===== config.mk =====
export PLATFORM = sky130hd
export DESIGN_NAME = wb_arbiter_flat
export DESIGN_NICKNAME = d
export VERILOG_FILES = /design/src/rtl/wb_arbiter_pkg.sv /design/src/rtl/wb_arbiter_if.sv /design/src/rtl/wb_arbiter_rr_arbiter3.sv /design/src/rtl/wb_arbiter.sv /design/src/flat_wrapper.sv
export SDC_FILE = /design/constraint.sdc
export NUM_CORES = 1
export LEC_CHECK = 0
export CELL_PAD_IN_SITES_DETAIL_PLACEMENT = 1
export CELL_PAD_IN_SITES_GLOBAL_PLACEMENT = 2
export CORE_ASPECT_RATIO = 0.8
export CORE_MARGIN = 3
export CORE_UTILIZATION = 20
export DETAILED_ROUTE_END_ITERATION = 7
export GPL_TIMING_DRIVEN = 0
export PLACE_DENSITY_LB_ADDON = 0.12
export SLEW_MARGIN = 10
export SYNTH_ARGS = -nofsm -noshare
export SYNTH_HDL_FRONTEND = slang
export SYNTH_SLANG_ARGS = --single-unit

===== constraint.sdc =====
create_clock -name clk -period 3.9 [get_ports clk]
set_input_delay 1.17 -clock clk [delete_from_list [all_inputs] [get_ports clk]]
set_output_delay 1.17 -clock clk [all_outputs]
set_load 0.02 [all_outputs]

===== src/rtl/wb_arbiter_pkg.sv =====
// Shared types and constants for the writeback arbiter: register bus widths,
// requester indices and the zero/enable constants used across the block.
package wb_arbiter_pkg;

    localparam int REG_NUM = 32;
    localparam int ADDR_W  = 5;
    localparam int DATA_W  = 32;
    localparam int NumReq  = 3;

    typedef logic [ADDR_W-1:0] RegAddrBus;
    typedef logic [DATA_W-1:0] RegDataBus;

    localparam int        RegNum   = REG_NUM;
    localparam RegAddrBus ZeroReg  = '0;
    localparam RegDataBus ZeroWord = '0;
    localparam logic      Enable   = 1'b1;

    typedef enum logic [1:0] {
        ReqAlu = 2'd0,
        ReqLsu = 2'd1,
        ReqMdu = 2'd2
    } req_idx_e;

endpackage


===== src/rtl/wb_arbiter_if.sv =====
// Writeback requester, register-file write port and scoreboard signals of
// wb_arbiter, grouped into one bundle with arbiter (slave) and environment (master) views.
interface wb_arbiter_if;
    import wb_arbiter_pkg::*;

    logic      I_req0_valid, I_req1_valid, I_req2_valid;
    RegAddrBus I_req0_rd,    I_req1_rd,    I_req2_rd;
    RegDataBus I_req0_data,  I_req1_data,  I_req2_data;
    logic      O_req0_ready, O_req1_ready, O_req2_ready;

    logic      O_rd_we;
    RegAddrBus O_rd_waddr;
    RegDataBus O_rd_wdata;

    logic      I_alloc_valid;
    RegAddrBus I_alloc_rd;
    logic      O_alloc_ready;

    RegAddrBus I_rs1_raddr, I_rs2_raddr;
    logic      O_rs1_busy,  O_rs2_busy;

    modport slave (
        input  I_req0_valid, I_req1_valid, I_req2_valid,
        input  I_req0_rd, I_req1_rd, I_req2_rd,
        input  I_req0_data, I_req1_data, I_req2_data,
        output O_req0_ready, O_req1_ready, O_req2_ready,
        output O_rd_we, O_rd_waddr, O_rd_wdata,
        input  I_alloc_valid, I_alloc_rd,
        output O_alloc_ready,
        input  I_rs1_raddr, I_rs2_raddr,
        output O_rs1_busy, O_rs2_busy
    );

    modport master (
        output I_req0_valid, I_req1_valid, I_req2_valid,
        output I_req0_rd, I_req1_rd, I_req2_rd,
        output I_req0_data, I_req1_data, I_req2_data,
        input  O_req0_ready, O_req1_ready, O_req2_ready,
        input  O_rd_we, O_rd_waddr, O_rd_wdata,
        output I_alloc_valid, I_alloc_rd,
        input  O_alloc_ready,
        output I_rs1_raddr, I_rs2_raddr,
        input  O_rs1_busy, O_rs2_busy
    );

endinterface


===== src/rtl/wb_arbiter_rr_arbiter3.sv =====
// Three-way round-robin arbiter: zero-latency one-hot grant, search starts at
// ptr_q; after a grant to r the pointer moves to r+1 (mod 3).
module rr_arbiter3
    import wb_arbiter_pkg::*;
(
    input  logic              clk,
    input  logic              rst,
    input  logic [NumReq-1:0] req_i,
    output logic [NumReq-1:0] gnt_o
);

    logic [1:0] ptr_q, ptr_d;

    // NOTE: every output of a combinational block gets a default first, so no
    // path through the case/if chain can leave it unassigned and infer a latch.
    always_comb begin
        gnt_o = '0;
        case (ptr_q)
            2'd1: begin
                if      (req_i[1]) gnt_o = 3'b010;
                else if (req_i[2]) gnt_o = 3'b100;
                else if (req_i[0]) gnt_o = 3'b001;
            end
            2'd2: begin
                if      (req_i[2]) gnt_o = 3'b100;
                else if (req_i[0]) gnt_o = 3'b001;
                else if (req_i[1]) gnt_o = 3'b010;
            end
            default: begin
                if      (req_i[0]) gnt_o = 3'b001;
                else if (req_i[1]) gnt_o = 3'b010;
                else if (req_i[2]) gnt_o = 3'b100;
            end
        endcase
    end

    always_comb begin
        ptr_d = ptr_q;
        case (gnt_o)
            3'b001:  ptr_d = 2'd1;
            3'b010:  ptr_d = 2'd2;
            3'b100:  ptr_d = 2'd0;
            default: ptr_d = ptr_q;
        endcase
    end

    // NOTE: sequential state uses non-blocking assignments so every flop
    // samples pre-edge values regardless of block evaluation order.
    always_ff @(posedge clk or posedge rst) begin
        if (rst) ptr_q <= 2'd0;
        else     ptr_q <= ptr_d;
    end

endmodule


===== src/rtl/wb_arbiter.sv =====
// Writeback port arbiter for ALU/LSU/MDU results plus the busy scoreboard that
// lets decode stall on pending long-latency destinations.
module wb_arbiter
    import wb_arbiter_pkg::*;
(
    input  logic         clk,
    input  logic         rst,
    wb_arbiter_if.slave  bus
);

    logic [NumReq-1:0] req, gnt;
    RegAddrBus         waddr;
    RegDataBus         wdata;
    logic              clr_en;
    logic              alloc_ok;
    logic [RegNum-1:0] busy_q, busy_d;

    // Requests are masked during reset so nothing is granted or written.
    assign req = {bus.I_req2_valid, bus.I_req1_valid, bus.I_req0_valid} & {NumReq{~rst}};

    rr_arbiter3 u_rr (
        .clk   (clk),
        .rst   (rst),
        .req_i (req),
        .gnt_o (gnt)
    );

    assign bus.O_req0_ready = gnt[ReqAlu];
    assign bus.O_req1_ready = gnt[ReqLsu];
    assign bus.O_req2_ready = gnt[ReqMdu];

    always_comb begin
        waddr = ZeroReg;
        wdata = ZeroWord;
        if (gnt[ReqAlu]) begin
            waddr = bus.I_req0_rd;
            wdata = bus.I_req0_data;
        end else if (gnt[ReqLsu]) begin
            waddr = bus.I_req1_rd;
            wdata = bus.I_req1_data;
        end else if (gnt[ReqMdu]) begin
            waddr = bus.I_req2_rd;
            wdata = bus.I_req2_data;
        end
    end

    assign bus.O_rd_we    = (|gnt) && (waddr != ZeroReg);
    assign bus.O_rd_waddr = waddr;
    assign bus.O_rd_wdata = wdata;

    // Only long-latency returns retire a busy bit; ALU writes leave it alone.
    assign clr_en   = (gnt[ReqLsu] || gnt[ReqMdu]) && (waddr != ZeroReg);
    assign alloc_ok = !rst && bus.I_alloc_valid && !busy_q[bus.I_alloc_rd];

    assign bus.O_alloc_ready = alloc_ok;

    always_comb begin
        busy_d = busy_q;
        if (clr_en) busy_d[waddr] = 1'b0;
        if (alloc_ok && (bus.I_alloc_rd != ZeroReg)) busy_d[bus.I_alloc_rd] = Enable;
        busy_d[0] = 1'b0;
    end

    // NOTE: the busy vector is a plain flop array, so it is cleared by reset
    // like any other state; it is not a RAM and costs nothing to reset.
    always_ff @(posedge clk or posedge rst) begin
        if (rst) busy_q <= '0;
        else     busy_q <= busy_d;
    end

    // Bypass mirrors the register file's same-cycle forwarding of the write.
    assign bus.O_rs1_busy = (bus.I_rs1_raddr != ZeroReg) && busy_q[bus.I_rs1_raddr]
                            && !(clr_en && (waddr == bus.I_rs1_raddr));
    assign bus.O_rs2_busy = (bus.I_rs2_raddr != ZeroReg) && busy_q[bus.I_rs2_raddr]
                            && !(clr_en && (waddr == bus.I_rs2_raddr));

    a_clear_pending: assert property (@(posedge clk) disable iff (rst) clr_en |-> busy_q[waddr]);

endmodule


===== src/flat_wrapper.sv =====
// flat-port wrapper written by rule: the top's interface ports become plain ports
module wb_arbiter_flat import wb_arbiter_pkg::*;
  (clk, rst, bus_I_req0_valid, bus_I_req1_valid, bus_I_req2_valid, bus_I_req0_rd, bus_I_req1_rd, bus_I_req2_rd, bus_I_req0_data, bus_I_req1_data, bus_I_req2_data, bus_O_req0_ready, bus_O_req1_ready, bus_O_req2_ready, bus_O_rd_we, bus_O_rd_waddr, bus_O_rd_wdata, bus_I_alloc_valid, bus_I_alloc_rd, bus_O_alloc_ready, bus_I_rs1_raddr, bus_I_rs2_raddr, bus_O_rs1_busy, bus_O_rs2_busy);
  wb_arbiter_if bus_i ();
  input  logic clk;
  input  logic rst;
  input wire logic [$bits(bus_i.I_req0_valid)-1:0] bus_I_req0_valid;
  input wire logic [$bits(bus_i.I_req1_valid)-1:0] bus_I_req1_valid;
  input wire logic [$bits(bus_i.I_req2_valid)-1:0] bus_I_req2_valid;
  input wire logic [$bits(bus_i.I_req0_rd)-1:0] bus_I_req0_rd;
  input wire logic [$bits(bus_i.I_req1_rd)-1:0] bus_I_req1_rd;
  input wire logic [$bits(bus_i.I_req2_rd)-1:0] bus_I_req2_rd;
  input wire logic [$bits(bus_i.I_req0_data)-1:0] bus_I_req0_data;
  input wire logic [$bits(bus_i.I_req1_data)-1:0] bus_I_req1_data;
  input wire logic [$bits(bus_i.I_req2_data)-1:0] bus_I_req2_data;
  output wire logic [$bits(bus_i.O_req0_ready)-1:0] bus_O_req0_ready;
  output wire logic [$bits(bus_i.O_req1_ready)-1:0] bus_O_req1_ready;
  output wire logic [$bits(bus_i.O_req2_ready)-1:0] bus_O_req2_ready;
  output wire logic [$bits(bus_i.O_rd_we)-1:0] bus_O_rd_we;
  output wire logic [$bits(bus_i.O_rd_waddr)-1:0] bus_O_rd_waddr;
  output wire logic [$bits(bus_i.O_rd_wdata)-1:0] bus_O_rd_wdata;
  input wire logic [$bits(bus_i.I_alloc_valid)-1:0] bus_I_alloc_valid;
  input wire logic [$bits(bus_i.I_alloc_rd)-1:0] bus_I_alloc_rd;
  output wire logic [$bits(bus_i.O_alloc_ready)-1:0] bus_O_alloc_ready;
  input wire logic [$bits(bus_i.I_rs1_raddr)-1:0] bus_I_rs1_raddr;
  input wire logic [$bits(bus_i.I_rs2_raddr)-1:0] bus_I_rs2_raddr;
  output wire logic [$bits(bus_i.O_rs1_busy)-1:0] bus_O_rs1_busy;
  output wire logic [$bits(bus_i.O_rs2_busy)-1:0] bus_O_rs2_busy;
  assign bus_i.I_req0_valid = bus_I_req0_valid;
  assign bus_i.I_req1_valid = bus_I_req1_valid;
  assign bus_i.I_req2_valid = bus_I_req2_valid;
  assign bus_i.I_req0_rd = bus_I_req0_rd;
  assign bus_i.I_req1_rd = bus_I_req1_rd;
  assign bus_i.I_req2_rd = bus_I_req2_rd;
  assign bus_i.I_req0_data = bus_I_req0_data;
  assign bus_i.I_req1_data = bus_I_req1_data;
  assign bus_i.I_req2_data = bus_I_req2_data;
  assign bus_O_req0_ready = bus_i.O_req0_ready;
  assign bus_O_req1_ready = bus_i.O_req1_ready;
  assign bus_O_req2_ready = bus_i.O_req2_ready;
  assign bus_O_rd_we = bus_i.O_rd_we;
  assign bus_O_rd_waddr = bus_i.O_rd_waddr;
  assign bus_O_rd_wdata = bus_i.O_rd_wdata;
  assign bus_i.I_alloc_valid = bus_I_alloc_valid;
  assign bus_i.I_alloc_rd = bus_I_alloc_rd;
  assign bus_O_alloc_ready = bus_i.O_alloc_ready;
  assign bus_i.I_rs1_raddr = bus_I_rs1_raddr;
  assign bus_i.I_rs2_raddr = bus_I_rs2_raddr;
  assign bus_O_rs1_busy = bus_i.O_rs1_busy;
  assign bus_O_rs2_busy = bus_i.O_rs2_busy;
  wb_arbiter u_core (.clk(clk), .rst(rst), .bus(bus_i));
endmodule

==> metrics.txt <==
Worst R2R Start u_core.u_rr.ptr_q[0]$_DFFE_PP0P_; Layout Skew ~6.3 ps; internal power roughly 1.8 mW; main combinational cell family by area after synthesis compound AO/OA/AOI/OAI gates; Initial DRC Count approximately 150; worst setup path class in -> out; Hold Crit Start u_core.u_rr.ptr_q[0]$_DFFE_PP0P_; WP data arrival around 3100 ps; GR Util All Layers approximately 18%; CTS tree yes; Distinct cells, synth 58; Critical Path Start bus_I_req0_valid; most instantiated cells after synthesis nand2_1, o21ai_0, a22oi_1; cell type with the highest aggregate area in the netlist dfrtp_1; Root Buffer clkbuf_16; Final #Nets between 700 and 800; Synth top area share 24.74%; CTS Buf Count 5; crit path max fanout 6; H-Tree Depth 2; Comb pwr share between 60 and 70%; post-route ant nets 0; Synth Instances 386; Post-Synth Adder-Cell Area 1.049%; warnings from Yosys 0; area delta synth->final 83.88%; Overflow after GRT 0; Worst-path clk slew ~60 ps; Synth Area in Compound Gates between 20% and 30%; Primary FF master, synth dfrtp_1; die area approximately 18,000 um^2; gpl congestion slightly below 0.8; Worst-Margin Slew between 600 and 700 ps; # Max-Cap Violations 0; count leader, synth nand2_1; PD cells between 500 and 600 nW/um^2; XOR/XNOR Fraction of Synth Area approximately 2.1%; Lkg Pwr 2.571 nW; Sw Share between 40% and 50%; Final Cell Area approximately 6000 um^2; run status complete, but fails checks; Initial Utilization approximately a fifth; Fmax ~0.24 GHz; drt drc 0; initial antenna violation count 0; largest net degree at the start of global routing 35; CP Data Required Time 2730 ps; crit start category primary input; number of diodes 0; Clock Sinks 33; Clock Path Buffers 2; drt pass-1 iters 4; Rel. slew slack 55.73%; min Tclk post-route roughly 4200 ps; routed length per instance about 20 um; Mapped Nets 520; port bufs 170; hpwl dp about 13 mm; post-synthesis mux area share between 15 and 20%; Avg Cell Area, Syn roughly 8.6 um^2; height of the die between 100 and 150 um; Yosys reg bits 33; top post-synthesis cells by area dfrtp_1, mux4_2, nand2_1; final core utilization between 30% and 40%; Via-to-Cell Ratio a little under 5; Final period util 108.1%; # setup viols final 5; failing checks negative setup slack; Hold WC Path Type reg -> reg; asr flop ratio synth between 90% and 100%; Seq/Total Area, Yosys ~25%; number of max-slew violations in the final report 0; DP Area 5409 um^2; Boundary Pins roughly 180; clock group share of total power a little over an eighth; first-pass GRT wire length 24.92 mm; Rows 41; final setup margin -316.0 ps; share of cells above drive strength 1 roughly 33%; Fin Setup TNS -758.2 ps; number of global-route vias before repair between 4k and 5k; Psw around 1.5 mW; EDFF count, synth 0; total power between 3 and 4 mW; Clock Latency Late Sink approximately 280 ps; Final Hold Vio Count 0; Peak VDD IR 181.3 uV; final wirelength roughly 17 mm; core area about 16,000 um^2; simple-gate share of the synthesized area 19.27%; DP Worst Slack -1627 ps; Die W 150.4 um; CP Capture Type output port; RSZ-0062 raised after global routing yes; routed vias between 4k and 5k; synthesized area 3338 um^2; Seq pwr share between 10% and 20%
critical path, cell delays in order:
cell      delay (ps)
buf_8            100
nand2b_4         140
o211ai_4         220
a211oi_4         110
buf_6            150
a221oi_4         320
buf_6            160
xnor2_2           60
nor4_2           300
a31oi_2          120
buf_4            180
path summary, 6_finish.rpt:
| path | endpoint | slack (ps) | cells after the start |
|---|---|---|---|
| hold reg to reg | u_core.u_rr.ptr_q[0]$_DFFE_PP0P_ | 560 | 2 |
| hold / removal | u_core.u_rr.ptr_q[0]$_DFFE_PP0P_ | 560 | 2 |
| min in group asynchronous | u_core.u_rr.ptr_q[1]$_DFFE_PP0P_ | 920 | 2 |
| setup reg to reg | u_core.busy_q[21]$_DFF_PP0_ | 940 | 11 |
| setup / recovery | bus_O_rs2_busy | -320 | 11 |
| max in group asynchronous | u_core.busy_q[28]$_DFF_PP0_ | 2630 | 2 |
routing by layer:
layer  track usage (%)  share of wire, %
met5                 0                 0
met4             3.086               1.0
met3             4.797               7.5
met2             30.41                50
met1             22.59                41
power groups by stage:
stage               clock network [mW]  registers (mW)  logic [mW]
floorplan                            0           0.524        1.21
global placement                     0           0.560        1.98
detailed placement                   0           0.569        1.99
CTS                              0.455           0.563        2.15
global route                     0.468           0.586        2.46
finish                           0.446           0.569        2.28
cell type report:
type                    instances  area [um^2]
clock buffers                   5        125.1
multi-input cells             317         2630
fillers                      1853         9918
well taps                     215        269.0
clock inverters                 2        35.03
plain buffers                  21        242.7
inverters                      15        66.31
flip-flops and latches         33        825.8
repair buffers                215         1944
kinds of logic after synthesis:
| logic type | Yosys count |
|---|---|
| DFF | 33 |
| xor gates and xnor gates | 8 |
| buffers and inverters | 36 |
| adders and majority gates | 3 |
| AOI/OAI and AO/OA | 134 |
| and+or+nand+nor | 139 |
| muxes | 33 |
layout by cell type (no fill, tap or decap), drive strengths merged, types with 3 or more instances in the layout:
cell and instances:
a21oi 4, mux2 5, inv 15, nor2b 6, xnor2 7, a2111oi 3
dfrtp 33, mux2i 3, a221oi 4, dlygate4sd2 6, a211oi 3, o21ai 62
nand3b 5, o31ai 9, a22oi 34, nand2 83, clkbuf 22, mux4 25
nand3 15, a21boi 3, clkdlybuf4s50 117, nand2b 8, nor2 11, buf 95
and2 5
state kept, by name, indices dropped and copies added, names as in the netlist:
signal,cells
u_core.busy_q,31
u_core.u_rr.ptr_q,2
through the flow:
step,instances,hold WS (ps)
after floorplan,386,495.8
final,823,559.3
after global routing,823,587.3
after CTS,804,566.1
after global placement,771,530.3
after detailed placement,771,553.2
what timing repair did:
action,CTS,global route
buffers inserted,26,19
cloned,1,0
hold buffers,0,0
resized for setup,269,42
endpoints found under the setup margin,47,39
pin swaps,19,15
No activity file was read; power rests on OpenSTA's default activity.
